<file path="src/rtl/whackamole_pkg.sv">
// Shared constants for the whack-a-mole game sequencer.
//   NO_MOLE : mole_position value meaning no hole is lit
//   BCD_MAX : saturation value of the two-digit BCD score
//   IDLE..OVER : game FSM state encodings
package whackamole_pkg;

    localparam int unsigned POS_W   = 3;
    localparam int unsigned STATE_W = 3;
    localparam int unsigned DIGIT_W = 4;

    localparam logic [POS_W-1:0]     NO_MOLE = 3'd7;
    localparam logic [2*DIGIT_W-1:0] BCD_MAX = 8'h99;

    typedef logic [STATE_W-1:0] state_t;

    localparam state_t IDLE  = 3'd0;
    localparam state_t SPAWN = 3'd1;
    localparam state_t UP    = 3'd2;
    localparam state_t HIT   = 3'd3;
    localparam state_t MISS  = 3'd4;
    localparam state_t OVER  = 3'd5;

endpackage

</file>
<file path="src/rtl/bcd_score_counter.sv">
// Two-digit BCD score counter, saturating at 99.
//   master_clk, rst : clock, async active-low reset
//   inc_i           : add one to the score (ignored at 99)
//   clr_i           : clear the score (wins over inc_i)
//   digit_1_o       : tens digit
//   digit_2_o       : units digit
module bcd_score_counter
    import whackamole_pkg::*;
(
    input  logic               master_clk,
    input  logic               rst,
    input  logic               inc_i,
    input  logic               clr_i,
    output logic [DIGIT_W-1:0] digit_1_o,
    output logic [DIGIT_W-1:0] digit_2_o
);

    logic [DIGIT_W-1:0] tens_q, tens_d;
    logic [DIGIT_W-1:0] units_q, units_d;

    // Units roll 9->0 with a carry into tens; hold once both digits read 9.
    always_comb begin
        tens_d  = tens_q;
        units_d = units_q;
        if (clr_i) begin
            tens_d  = '0;
            units_d = '0;
        end else if (inc_i && ({tens_q, units_q} != BCD_MAX)) begin
            if (units_q == DIGIT_W'(9)) begin
                units_d = '0;
                tens_d  = tens_q + DIGIT_W'(1);
            end else begin
                units_d = units_q + DIGIT_W'(1);
            end
        end
    end

    always_ff @(posedge master_clk or negedge rst) begin
        if (!rst) begin
            tens_q  <= '0;
            units_q <= '0;
        end else begin
            tens_q  <= tens_d;
            units_q <= units_d;
        end
    end

    assign digit_1_o = tens_q;
    assign digit_2_o = units_q;

endmodule

</file>
<file path="src/rtl/whackamole_game_ctrl.sv">
// Whack-a-mole game sequencer: LFSR mole placement, mole/feedback timing,
// hit judging and BCD scoring.
//   master_clk, rst            : clock, async active-low reset
//   tick_game                  : one-cycle game-time enable
//   start                      : one-cycle start pulse
//   btn_valid, btn_index       : one-cycle hit pulse and the hole pressed
//   mole_position              : lit hole, NO_MOLE when none
//   guess_correct, guess_wrong : hit / miss feedback windows
//   digit_1, digit_2           : score tens / units, BCD
//   game_over                  : high while the game is over
module whackamole_game_ctrl
    import whackamole_pkg::*;
#(
    parameter int unsigned NUM_HOLES   = 6,
    parameter int unsigned MOLE_TICKS  = 4,
    parameter int unsigned FLASH_TICKS = 2,
    parameter int unsigned MAX_MISSES  = 3,
    parameter logic [15:0] LFSR_SEED   = 16'hACE1
) (
    input  logic               master_clk,
    input  logic               rst,
    input  logic               tick_game,
    input  logic               start,
    input  logic               btn_valid,
    input  logic [POS_W-1:0]   btn_index,
    output logic [POS_W-1:0]   mole_position,
    output logic               guess_correct,
    output logic               guess_wrong,
    output logic [DIGIT_W-1:0] digit_1,
    output logic [DIGIT_W-1:0] digit_2,
    output logic               game_over
);

    localparam int unsigned CNT_W = 8;
    localparam logic [CNT_W-1:0] UP_LAST    = CNT_W'(MOLE_TICKS - 1);
    localparam logic [CNT_W-1:0] FLASH_LAST = CNT_W'(FLASH_TICKS - 1);
    localparam logic [CNT_W-1:0] MISS_END   = CNT_W'(MAX_MISSES);

    state_t             state_q, state_d;
    logic [15:0]        lfsr_q, lfsr_d;
    logic [POS_W-1:0]   mole_q, mole_d;
    logic [POS_W-1:0]   prev_q, prev_d;
    logic [CNT_W-1:0]   tick_q, tick_d;
    logic [CNT_W-1:0]   miss_q, miss_d;
    logic               gc_q, gc_d;
    logic               gw_q, gw_d;
    logic               go_q, go_d;

    logic [POS_W-1:0]   cand_c;
    logic               cand_ok_c;
    logic               btn_match_c;
    logic               score_inc_c;
    logic               score_clr_c;

    // Fibonacci LFSR, taps 16,14,13,11; free-running in every state.
    assign lfsr_d      = {lfsr_q[14:0], lfsr_q[15] ^ lfsr_q[13] ^ lfsr_q[12] ^ lfsr_q[10]};
    assign cand_c      = lfsr_q[POS_W-1:0];
    assign cand_ok_c   = (32'(cand_c) < NUM_HOLES) && (cand_c != prev_q);
    assign btn_match_c = (btn_index == mole_q);

    // State register and all registered datapath/outputs.
    always_ff @(posedge master_clk or negedge rst) begin
        if (!rst) begin
            state_q <= IDLE;
            lfsr_q  <= LFSR_SEED;
            mole_q  <= NO_MOLE;
            prev_q  <= NO_MOLE;
            tick_q  <= '0;
            miss_q  <= '0;
            gc_q    <= 1'b0;
            gw_q    <= 1'b0;
            go_q    <= 1'b0;
        end else begin
            state_q <= state_d;
            lfsr_q  <= lfsr_d;
            mole_q  <= mole_d;
            prev_q  <= prev_d;
            tick_q  <= tick_d;
            miss_q  <= miss_d;
            gc_q    <= gc_d;
            gw_q    <= gw_d;
            go_q    <= go_d;
        end
    end

    // Next-state logic; a button press in UP takes priority over a timeout tick.
    always_comb begin
        state_d = state_q;
        case (state_q)
            IDLE:  if (start) state_d = SPAWN;
            SPAWN: if (cand_ok_c) state_d = UP;
            UP: begin
                if (btn_valid)                           state_d = btn_match_c ? HIT : MISS;
                else if (tick_game && tick_q == UP_LAST) state_d = MISS;
            end
            HIT:   if (tick_game && tick_q == FLASH_LAST) state_d = SPAWN;
            MISS: begin
                if (tick_game && tick_q == FLASH_LAST)
                    state_d = (miss_q == MISS_END) ? OVER : SPAWN;
            end
            OVER:  if (start) state_d = SPAWN;
            default: state_d = IDLE;
        endcase
    end

    // Output and datapath next values, mirroring the transitions above.
    always_comb begin
        mole_d      = mole_q;
        prev_d      = prev_q;
        tick_d      = tick_q;
        miss_d      = miss_q;
        gc_d        = gc_q;
        gw_d        = gw_q;
        go_d        = go_q;
        score_inc_c = 1'b0;
        score_clr_c = 1'b0;
        case (state_q)
            IDLE: begin
                mole_d = NO_MOLE;
                if (start) begin
                    score_clr_c = 1'b1;
                    miss_d      = '0;
                    go_d        = 1'b0;
                end
            end
            SPAWN: begin
                if (cand_ok_c) begin
                    mole_d = cand_c;
                    prev_d = cand_c;
                    tick_d = '0;
                end
            end
            UP: begin
                if (btn_valid) begin
                    mole_d = NO_MOLE;
                    tick_d = '0;
                    if (btn_match_c) begin
                        gc_d        = 1'b1;
                        score_inc_c = 1'b1;
                    end else begin
                        gw_d   = 1'b1;
                        miss_d = miss_q + CNT_W'(1);
                    end
                end else if (tick_game) begin
                    if (tick_q == UP_LAST) begin
                        mole_d = NO_MOLE;
                        tick_d = '0;
                        gw_d   = 1'b1;
                        miss_d = miss_q + CNT_W'(1);
                    end else begin
                        tick_d = tick_q + CNT_W'(1);
                    end
                end
            end
            HIT: begin
                mole_d = NO_MOLE;
                if (tick_game) begin
                    if (tick_q == FLASH_LAST) begin
                        gc_d   = 1'b0;
                        tick_d = '0;
                    end else begin
                        tick_d = tick_q + CNT_W'(1);
                    end
                end
            end
            MISS: begin
                mole_d = NO_MOLE;
                if (tick_game) begin
                    if (tick_q == FLASH_LAST) begin
                        gw_d   = 1'b0;
                        tick_d = '0;
                        if (miss_q == MISS_END) go_d = 1'b1;
                    end else begin
                        tick_d = tick_q + CNT_W'(1);
                    end
                end
            end
            OVER: begin
                mole_d = NO_MOLE;
                go_d   = 1'b1;
                if (start) begin
                    score_clr_c = 1'b1;
                    miss_d      = '0;
                    go_d        = 1'b0;
                end
            end
            default: mole_d = NO_MOLE;
        endcase
    end

    bcd_score_counter u_score (
        .master_clk (master_clk),
        .rst        (rst),
        .inc_i      (score_inc_c),
        .clr_i      (score_clr_c),
        .digit_1_o  (digit_1),
        .digit_2_o  (digit_2)
    );

    assign mole_position = mole_q;
    assign guess_correct = gc_q;
    assign guess_wrong   = gw_q;
    assign game_over     = go_q;

endmodule

</file>
<file path="config.mk">
export PLATFORM = sky130hd
export DESIGN_NAME = whackamole_game_ctrl
export DESIGN_NICKNAME = d
export VERILOG_FILES = /design/src/rtl/whackamole_pkg.sv /design/src/rtl/bcd_score_counter.sv /design/src/rtl/whackamole_game_ctrl.sv
export SDC_FILE = /design/constraint.sdc
export NUM_CORES = 1
export LEC_CHECK = 0
export BUFFER_PORTS_ARGS = -buffer_cell sky130_fd_sc_hd__buf_2
export CORE_ASPECT_RATIO = 1.25
export CORE_MARGIN = 4
export CORE_UTILIZATION = 35
export CTS_CLUSTER_DIAMETER = 80
export DETAILED_ROUTE_END_ITERATION = 7
export GPL_TIMING_DRIVEN = 0
export PLACE_DENSITY = 0.51
export SLEW_MARGIN = 30
export SYNTH_ARGS = -nofsm -noshare
export SYNTH_HDL_FRONTEND = slang
export SYNTH_SLANG_ARGS = --single-unit
</file>
<file path="constraint.sdc">
create_clock -name master_clk -period 2.4 [get_ports master_clk]
set_input_delay 0 -clock master_clk [delete_from_list [all_inputs] [get_ports master_clk]]
set_output_delay 0 -clock master_clk [all_outputs]
set_load 0.01 [all_outputs]
</file>
# Word-level counts from Yosys, hierarchy flattened
# Index checks and enable logic that the tools add are counted.
# op_classes
addsub	4
n_lt_le_gt_ge	1
eq_ne	29
mux	54
n_bitwise	3
reduce_logical	23
# op_table
operator	count
two-way mux 8 bit	11
two-way mux 3 bit	12
two-way mux 4 bit	6
one-hot mux 8 bit (3 select lines)	1
!= test 2 bit (second input constant)	11
AND reduction 5 bit	4
two-way mux 1 bit	18
adder 8 x 1 -> 8 bit (second input constant)	2
equality test 8 x 2 -> 1 bit (second input constant)	2
one-hot mux 8 bit (2 select lines)	1
one-hot mux 3 bit (5 select lines)	1
!= test 3 bit (second input constant)	4
nonzero test 2 bit	5
adder 4 x 1 -> 4 bit (second input constant)	2
equality test 8 x 1 -> 1 bit (second input constant)	1
!= test 8 bit (second input constant)	1
equality test 3 x 2 -> 1 bit (second input constant)	2
equality test 3 bit (second input constant)	2
one-hot mux 3 bit (2 select lines)	1
AND reduction 6 bit	1
nonzero test 3 bit	2
equality test 4 bit (second input constant)	1
logical AND 1 bit	4
!= test 2 x 1 -> 1 bit (second input constant)	2
other kinds (12)	17
# totals
ff_bits	52
input_bits	8
output_inout_bits	14
word_cells	125

# Longest topological paths before layout
# Gate-level depths: netlist of the first run.
# logic_depth
depth_word	7
depth_mapped	8
ltp_nobuf	7

# Hierarchy
# From an unflattened synthesis of the first run, not the netlist that was laid out.
# hier_totals
cells_unflattened	252
area_unflattened_um2	2663.8
# modules_own_cells
mod	n_inst	cells_each	area_per_inst_um2	seq_area_each_um2
whackamole_game_ctrl	1	202	2178.3	1118.6
bcd_score_counter	1	50	485.5	200.2

# Worst setup path before layout of the first run
# OpenSTA, ideal clock, no wires.
# synth_timing
path_kind	flip-flop to flip-flop
from	register lfsr_q[0]
to	register tick_q[0]
setup_time_ns	0.125
arrival_time_ns	1.753
required_time_ns	2.275
slack_ns	0.522
stages_incl_launch_ff	7
n_path_buf	1
synth_period_minus_slack_ns	1.878
cell_sequence	dfstp_2 > xor2_1 > o31ai_1 > or3_1 > buf_2 > and2_4 > mux2_4
# synth_between
elab_chain_cells	4
elab_cells_between_ends	5
cone_classes	order compare: 1; eq/ne: 2; reduce/logical: 2
# synth_lines
item	line	source
start: declaration	whackamole_game_ctrl.sv:40	logic [15:0] lfsr_q, lfsr_d;
start signal: assignment	whackamole_game_ctrl.sv:75	lfsr_q <= lfsr_d;
< comparator 3 bit / != test 3 bit (equally long branches)	whackamole_game_ctrl.sv:58	assign cand_ok_c = (32'(cand_c) < NUM_HOLES) && (cand_c != prev_q);
logical AND 1 bit (*)	whackamole_game_ctrl.sv:58	
!= test 2 bit (no line) (*)	n/a	
AND reduction 4 bit (no line) (*)	n/a	
end signal: assignment	whackamole_game_ctrl.sv:78	tick_q <= tick_d;
end: declaration	whackamole_game_ctrl.sv:43	logic [CNT_W-1:0] tick_q, tick_d;
# Every way passes the cells marked *; elsewhere a longest branch is shown, timed or not.
# A chain may end at the register's enable or synchronous reset.

# Worst setup path after layout of the first run
# layout_timing
from	register state_q[1]
to	register tick_q[0]
# layout_between
elab_chain_cells	4
elab_cells_between_ends	11
cone_classes	eq/ne: 7; mux: 1; reduce/logical: 3
# layout_lines
item	line	source
start: declaration	whackamole_game_ctrl.sv:39	state_t state_q, state_d;
start signal: assignment	whackamole_game_ctrl.sv:74	state_q <= state_d;
equality test 3 bit / equality test 3 x 2 -> 1 bit (equally long branches)	whackamole_game_ctrl.sv:117	case (state_q)
OR reduction 2 bit (no line)	n/a	
!= test 2 x 1 -> 1 bit (no line) / nonzero test 3 bit (equally long branches)	n/a	
AND reduction 4 bit (no line)	n/a	
# Several ways; a longest one is shown, not always the timed one.

==> results of run 1 <==
==> power breakdown <==
part / switching, mW / leakage [nW] / internal, mW
Combinational: 0.0368 / 0.778 / 0.0197
Sequential: 0.0103 / 0.612 / 0.885
Clock: 0.316 / 0.0466 / 0.214
Total: 0.363 / 1.44 / 1.12
==> logic make-up (layout without fill, tap and decap cells) <==
kind of cell	Yosys count	after routing	share of synthesized area, %
adder cells (fa/ha/maj)	5	5	2.30
flip-flops	52	52	48.5
XOR/XNOR	14	14	4.51
AND/OR/NAND/NOR	112	112	23.1
multiplexers	5	5	2.16
buffers and inverters	25	55	4.14
AO/OA/AOI/OAI	52	52	15.4
==> stage by stage <==
step	worst slack (ns)	utilization (%)	area, um^2	std cells	hold slack [ns]
5_1_grt	0.154	40.7	3050	387	0.0457
4_1_cts	0.314	40.7	3050	387	0.00943
2_1_floorplan	0.522	-	2720	265	-0.296
3_5_place_dp	0.342	39.3	2940	378	0.0784
3_3_place_gp	0.350	39.3	2940	378	0.300
6_report	0.325	40.7	3050	387	0.0298
==> critical path, delay by kind of cell (launching register included) <==
family / cells / cell delay (ns)
AO/OA/AOI/OAI: 1 / 0.63
buffers and inverters: 1 / 0.18
flip-flops: 1 / 0.39
multiplexers: 1 / 0.29
AND/OR/NAND/NOR: 2 / 0.47
==> final cells by class <==
| cell class | instances | area, um^2 |
|---|---|---|
| fillers | 747 | 4440 |
| clock inverters | 3 | 25.0 |
| clock buffers | 5 | 68.8 |
| plain buffers | 8 | 48.8 |
| flip-flops and latches | 52 | 1320 |
| inverters | 17 | 63.8 |
| multi-input cells | 188 | 1290 |
| well taps | 92 | 115 |
| repair buffers | 22 | 118 |
==> state kept, by name, indices dropped and copies added, names as in the netlist <==
name / cells
game_over: 1
prev_q: 3
miss_q: 8
guess_correct: 1
state_q: 3
lfsr_q: 16
u_score.digit_2_o: 4
u_score.digit_1_o: 4
mole_position: 3
tick_q: 8
guess_wrong: 1
==> worst paths after layout <==
check / startpoint / end / slack (ns)
worst max register to register: state_q[1] / tick_q[0] / 0.33
max in group asynchronous: rst / tick_q[0] / 1.71
worst min-delay path: start / game_over / 0.03
min in group asynchronous: rst / lfsr_q[8] / 0.26
worst max-delay path: state_q[1] / tick_q[0] / 0.33
worst min register to register: lfsr_q[14] / lfsr_q[15] / 0.35
==> metal layers <==
| metal | vias up | track usage [%] |
|---|---|---|
| met5 | - | 0 |
| met3 | 6 | 2.61 |
| li1 | 995 | - |
| met2 | 19 | 22.5 |
| met4 | 0 | 3.67 |
| met1 | 1002 | 16.8 |
==> repair_timing <==
action                    CTS  global route
hold endpoints to repair   38             0
resized for setup           0             0
hold buffers                1             0
==> Yosys cell counts (2+ instances only) <==
| cell type | instances | area share (%) |
|---|---|---|
| dfstp_2 | 14 | 14 |
| mux2_2 | 3 | 1.2 |
| ha_1 | 5 | 2.3 |
| a211o_1 | 3 | 0.97 |
| buf_2 | 3 | 0.55 |
| and3b_1 | 2 | 0.64 |
| and2_4 | 2 | 0.64 |
| a22oi_1 | 8 | 2.2 |
| or2_2 | 4 | 0.92 |
| o22ai_1 | 6 | 1.4 |
| nor2_1 | 22 | 3.0 |
| dfrtp_1 | 38 | 35 |
| nand2_1 | 31 | 4.3 |
| o211ai_1 | 2 | 0.55 |
| o31ai_1 | 3 | 0.83 |
| and3_1 | 2 | 0.46 |
| xor2_1 | 9 | 2.9 |
| nor3_1 | 7 | 1.3 |
| inv_1 | 17 | 2.3 |
| o21a_1 | 2 | 0.55 |
| or3_1 | 3 | 0.69 |
| nand4_1 | 9 | 2.1 |
| nor2b_1 | 5 | 1.1 |
| o22a_1 | 3 | 0.97 |
| and2b_1 | 2 | 0.55 |
| nor4_4 | 2 | 1.6 |
| a21oi_1 | 7 | 1.3 |
| buf_4 | 4 | 1.1 |
| nand3_1 | 11 | 2.0 |
| o21ai_0 | 6 | 1.1 |
| a31oi_1 | 2 | 0.46 |
| xnor2_1 | 5 | 1.6 |
| nand2b_1 | 2 | 0.46 |
==> summary.txt, run 1 <==
Outcome
  – Run status: complete, no violations

Route
  – Vias: 2022
  – Drt initial violations: 72
  – DRC Markers: 0
  – WL met2: 2.82 mm
  – DR WL/cell: 14.5 um
  – Highest metal used: met4
  – WL met3: 116 um
  – Routed length on met1: 2.60 mm
  – Drt pass-1 iters: 4
  – Vias per cell: 5.22
  – Final ANT Viol Nets: 0
  – Post-Route WL: 5.60 mm

Logic synthesis
  – Mapped Cells: 265
  – Synth cell types: 54
  – Synth Cell Area: 2720 um^2
  – Yosys reg bits: 52
  – Ys Warns: 0
  – Ys flop type: dfrtp_1
  – Post-synth EDFFs: 0
  – Post-synth ARST share: 100%
  – Post-synthesis net count: 278
  – Seq/Total Area, Yosys: 48.5%
  – Syn avg cell area: 10.3 um^2

CTS
  – Clock root buffer: clkbuf_8
  – H-tree depth: 2
  – Skew-Pair Late Insertion Delay: 0.31 ns
  – Clock-pin slew on the worst setup and hold paths: 0.11 ns
  – CTS Buf Count: 5
  – # clock sinks: 52
  – CTS tree: yes
  – CTS max path bufs: 2
  – Post-CTS setup repair buffer count: 0

Worst setup path
  – Worst setup EP type: flop
  – Startpoint class of the critical path: flop
  – CP Class: reg2reg
  – Worst path max stage delay: 0.63 ns
  – CP Cell Sequence: buf_2 -> and2b_1 -> a32oi_1 -> and2_4 -> mux2_4
  – Crit path DAT: 2.27 ns
  – Required @ worst endpoint: 2.59 ns
  – Critical Path Slowest Stage Cell: a32oi_1
  – R2R cell count: 5
  – Max FO, Critical Path: 10

Global routing
  – Initial antenna violation count: 0
  – Global route total overflow: 0
  – Vias in the first global route: 2128
  – First-pass GRT wire length: 9.87 mm
  – GRT Overall Usage: 13.2%
  – Largest net degree at the start of global routing: 53

Run
  – Max-cap violations: 0

Floorplanning
  – Die Height: 107 um
  – Core area: 7490 um^2
  – Io pins: 22
  – Row Count: 35
  – Die Width: 86.9 um
  – Starting Density: 36.3%
  – Die Area: 9260 um^2

Timing
  – Peak Freq: 0.482 GHz
  – Final max-slew violation count: 0
  – Worst Skew: 0.0146 ns
  – Setup TNS: 0 ns
  – Relative slew slack: 43.3%
  – Slew @ Worst Pin: 0.851 ns
  – RSZ-0062 raised after global routing: false
  – Crit path time final: 2.07 ns
  – Fin crit share: 86.5%
  – Final hold vios: 0
  – Setup violators final: 0

Pwr
  – Power per cell area: 486 nW/um^2
  – Power after layout: 1.48 mW
  – VDD IR max: 0.236 mV
  – Pleak: 1.44 nW

Cells and area
  – Commonest non-fill, non-tap cell in the layout: dfrtp_1
  – Fin nets: 307
  – Most frequent cells in the layout: 38 x dfrtp_1, 31 x nand2_1, 23 x buf_2
  – Ant diodes: 0
  – Area Overhead vs Synth: 12.0%
  – Share of layout cells above drive strength 1: 24.1%

Place
  – Routability cong.: 0.778
  – I/O Buffers: 21
  – Detail Placement HPWL: 4.02 mm

Worst hold path
  – HP Class: in2reg
  – Hold path cells: 3
(Power assumes the default switching activity.)
==> run 2, diff against run 1 <==
--- a/config.mk
+++ b/config.mk
@@ -16,4 +16,5 @@
 export SLEW_MARGIN = 30
 export SYNTH_ARGS = -nofsm -noshare
 export SYNTH_HDL_FRONTEND = slang
+export SYNTH_HIERARCHICAL = 1
 export SYNTH_SLANG_ARGS = --single-unit
==> summary.txt, run 2 <==
Cells and area
  – Post-route insts no fill: 376 (-2.8%)
  – Final instance area: 3020 um^2 (-0.90%)
  – Max reg flops: 16 (unchanged)
  – Fin nets: 298 (-2.9%)
  – Share of layout cells above drive strength 1: 23.2% (-0.83 points)
  – Largest registers: lfsr_q: 16 flops, miss_q: 8 flops, tick_q: 8 flops
  – Area Overhead vs Synth: 13.4%
  – Final Util: 40.8% (+0.11 points)
  – Most frequent cells in the layout: 38 x dfrtp_1, 26 x nand2_1, 22 x buf_2
  – Ant diodes: 0 (unchanged)
  – Commonest non-fill, non-tap cell in the layout: dfrtp_1
  – Largest Register: lfsr_q

Pwr
  – Pleak: 1.45 nW (+0.60%)
  – Comb pwr share: 6.6% (+2.8 points)
  – Power per cell area: 504 nW/um^2 (+3.7%)
  – Power after layout: 1.52 mW (+2.8%)
  – VDD IR max: 0.268 mV (+13%)
  – Sw Ratio: 25.4% (+0.91 points)
  – Clock network power share: 34.1% (-1.7 points)
  – Net Sw Power: 0.387 mW (+6.6%)
  – Internal power: 1.14 mW (+1.6%)
  – Flop pwr share: 59.3% (-1.1 points)

Timing
  – Worst Skew: 0.00722 ns (-0.00740 ns)
  – RSZ-0062 raised after global routing: false
  – Slew @ Worst Pin: 0.668 ns (-0.183 ns)
  – Peak Freq: 0.438 GHz (-9.1%)
  – Crit path time final: 2.28 ns (+0.208 ns)
  – Relative slew slack: 55.5% (+12 points)
  – Fin crit share: 95.1% (+8.6 points)
  – Fin Hold WS: 0.0920 ns (+0.0623 ns)
  – Final hold vios: 0 (unchanged)
  – Final max-slew violation count: 0 (unchanged)
  – Setup violators final: 0 (unchanged)

Route
  – Vias per cell: 5.27 (+0.94%)
  – Drt pass-1 iters: 4 (unchanged)
  – Drt initial violations: 84 (+17%)
  – Post-Route WL: 5.52 mm (-1.6%)
  – Vias: 1983 (-1.9%)
  – DRC Markers: 0 (unchanged)
  – Final ANT Viol Nets: 0 (unchanged)
  – DR WL/cell: 14.7 um (+1.3%)

Global routing
  – Global route total overflow: 0 (unchanged)
  – Initial antenna violation count: 0 (unchanged)
  – Largest net degree at the start of global routing: 53 (unchanged)
  – GRT Overall Usage: 13.1% (-0.068 points)
  – First-pass GRT wire length: 9.62 mm (-2.6%)
  – Vias in the first global route: 1948 (-8.5%)

CTS
  – Skew-Pair Late Insertion Delay: 0.31 ns (about the same)
  – # clock sinks: 52 (unchanged)
  – H-tree depth: 2 (unchanged)
  – Clock root buffer: clkbuf_8
  – CTS max path bufs: 2 (unchanged)
  – CTS Buf Count: 5 (unchanged)
  – Clock-pin slew on the worst setup and hold paths: 0.10 ns (about the same)
  – CTS tree: yes

Worst setup path
  – CP Class: reg2reg
  – R2R cell count: 6 (+1)
  – Required @ worst endpoint: 2.60 ns (about the same)
  – Capturing point of the worst reg2reg path: u_score/digit_2_o[0]
  – Startpoint class of the critical path: flop
  – Worst setup EP type: flop
  – Worst Setup EP: u_score/digit_2_o[0]
  – Crit path DAT: 2.48 ns (+0.21 ns)
  – R2R setup slack: 0.12 ns (-0.21 ns)
  – Max FO, Critical Path: 6 (-4)
  – CP startpoint: mole_position[1]
  – Reg2reg start: mole_position[1]

Run
  – Max-cap violations: 0 (unchanged)

Floorplanning
  – Die Area: 9080 um^2 (-1.9%)
  – Core area: 7400 um^2 (-1.2%)
  – Row Count: 35 (unchanged)
  – Io pins: 22 (unchanged)
  – Die Width: 86.0 um (-0.97%)
  – Starting Density: 36.0% (-0.35 points)
  – Die Height: 106 um (-0.98%)

Logic synthesis
  – Largest cells by area after synthesis: dfrtp_1 36%, dfstp_2 14%, nand2_1 3.7%, ha_1 3.3%, nand3_1 2.6%
  – Synth Cell Area: 2660 um^2 (-2.1%)
  – Mapped Cells: 252 (-4.9%)
  – Post-synth EDFFs: 0 (unchanged)
  – Seq/Total Area, Yosys: 49.5% (+1.0 points)
  – Ys flop type: dfrtp_1
  – Post-synth ARST share: 100% (unchanged)
  – Ys Warns: 6 (+6)
  – Post-synth top area cell: dfrtp_1
  – Top-area cell type share of the netlist area: 35.7% (+0.75 points)
  – Post-synthesis net count: 267 (-4.0%)
  – Synth cell types: 62 (+15%)
  – Syn avg cell area: 10.6 um^2 (+2.9%)
  – Post-synth top cells: 38 x dfrtp_1, 26 x nand2_1, 14 x dfstp_2, 14 x nand3_1, 12 x a21oi_1
  – Yosys reg bits: 52 (unchanged)
  – Most common cell in the netlist: dfrtp_1

Place
  – Routability cong.: 0.742 (-4.7%)
  – Detail Placement HPWL: 3.80 mm (-5.4%)
  – Placed cell area: 2890 um^2 (-2.0%)
  – I/O Buffers: 21 (unchanged)
  – Post-Place Cells: 365 (-3.4%)

Outcome
  – Run status: complete, no violations

Worst hold path
  – HP Class: in2reg
run 2: critical path: stages, from the launching register on:
cell and delay, ns:
dfstp_2 0.56, xnor2_1 0.15, and4_1 0.36, nor3b_4 0.30
buf_4 0.16, a21boi_0 0.27, mux2_2 0.37
run 2: cell families (layout without fill, tap and decap cells):
family	count (synthesis)	after routing	synth area share, %
compound gates	70	70	18.7
flops	52	52	49.5
xor+xnor	8	8	2.63
fa+ha+maj	7	7	3.29
mux	1	1	0.423
simple gates	96	96	21.5
buf+inv	18	50	3.90
run 2: how the worst min path moves through the flow:
| stage | from | to | slack [ns] | depth (start not counted) |
|---|---|---|---|---|
| global placement | rst | lfsr_q[14] | 0.30 | 1 |
| CTS | start | miss_q[5] | 0.09 | 3 |
| global route | start | miss_q[2] | 0.08 | 3 |
| finish | start | miss_q[2] | 0.09 | 3 |
| detailed placement | rst | lfsr_q[12] | 0.08 | 1 |
| floorplan | rst | game_over | -0.30 | 0 |
run 2: area by class of cell:
type                       instances  area, um^2
fill                             730        4380
sequential                        52        1320
multi-input combinational        182        1260
timing repair buffer              24         133
tap                               92         115
buffer                             9        71.3
clock buffer                       5        68.8
inverter                           9        33.8
clock inverter                     3        22.5
run 2: per-layer routing:
| metal | up-vias | wire [um] | global-route usage (%) |
|---|---|---|---|
| li1 | 987 | - | - |
| met1 | 960 | 2710 | 18.1 |
| met2 | 29 | 2540 | 20.3 |
| met3 | 7 | 162 | 2.81 |
| met4 | 0 | 103 | 4.64 |
| met5 | - | 0 | 0 |
run 2: through the flow:
stage	setup slack [ns]	setup TNS, ns
detailed placement	-0.212	-0.713
finish	0.118	0
floorplan	0.176	0
CTS	0.0269	0
global placement	-0.178	-0.598
global route	0.0178	0
run 2: timing repair:
action                                  in CTS  in global routing
hold buffers                                 1                  0
gates resized for setup                      2                  3
endpoints found under the setup margin       7                  6
buffers inserted                             0                  2
cloned                                       0                  0
endpoints found under the hold margin       38                  0
run 2: power by group through the flow:
stage | Sequential (mW) | Combinational, mW | Clock [mW]
2_1_floorplan | 0.919 | 0.0517 | 0
3_3_place_gp | 0.920 | 0.0976 | 0
3_5_place_dp | 0.919 | 0.0988 | 0
4_1_cts | 0.904 | 0.101 | 0.543
5_1_grt | 0.907 | 0.115 | 0.587
6_report | 0.904 | 0.0999 | 0.520
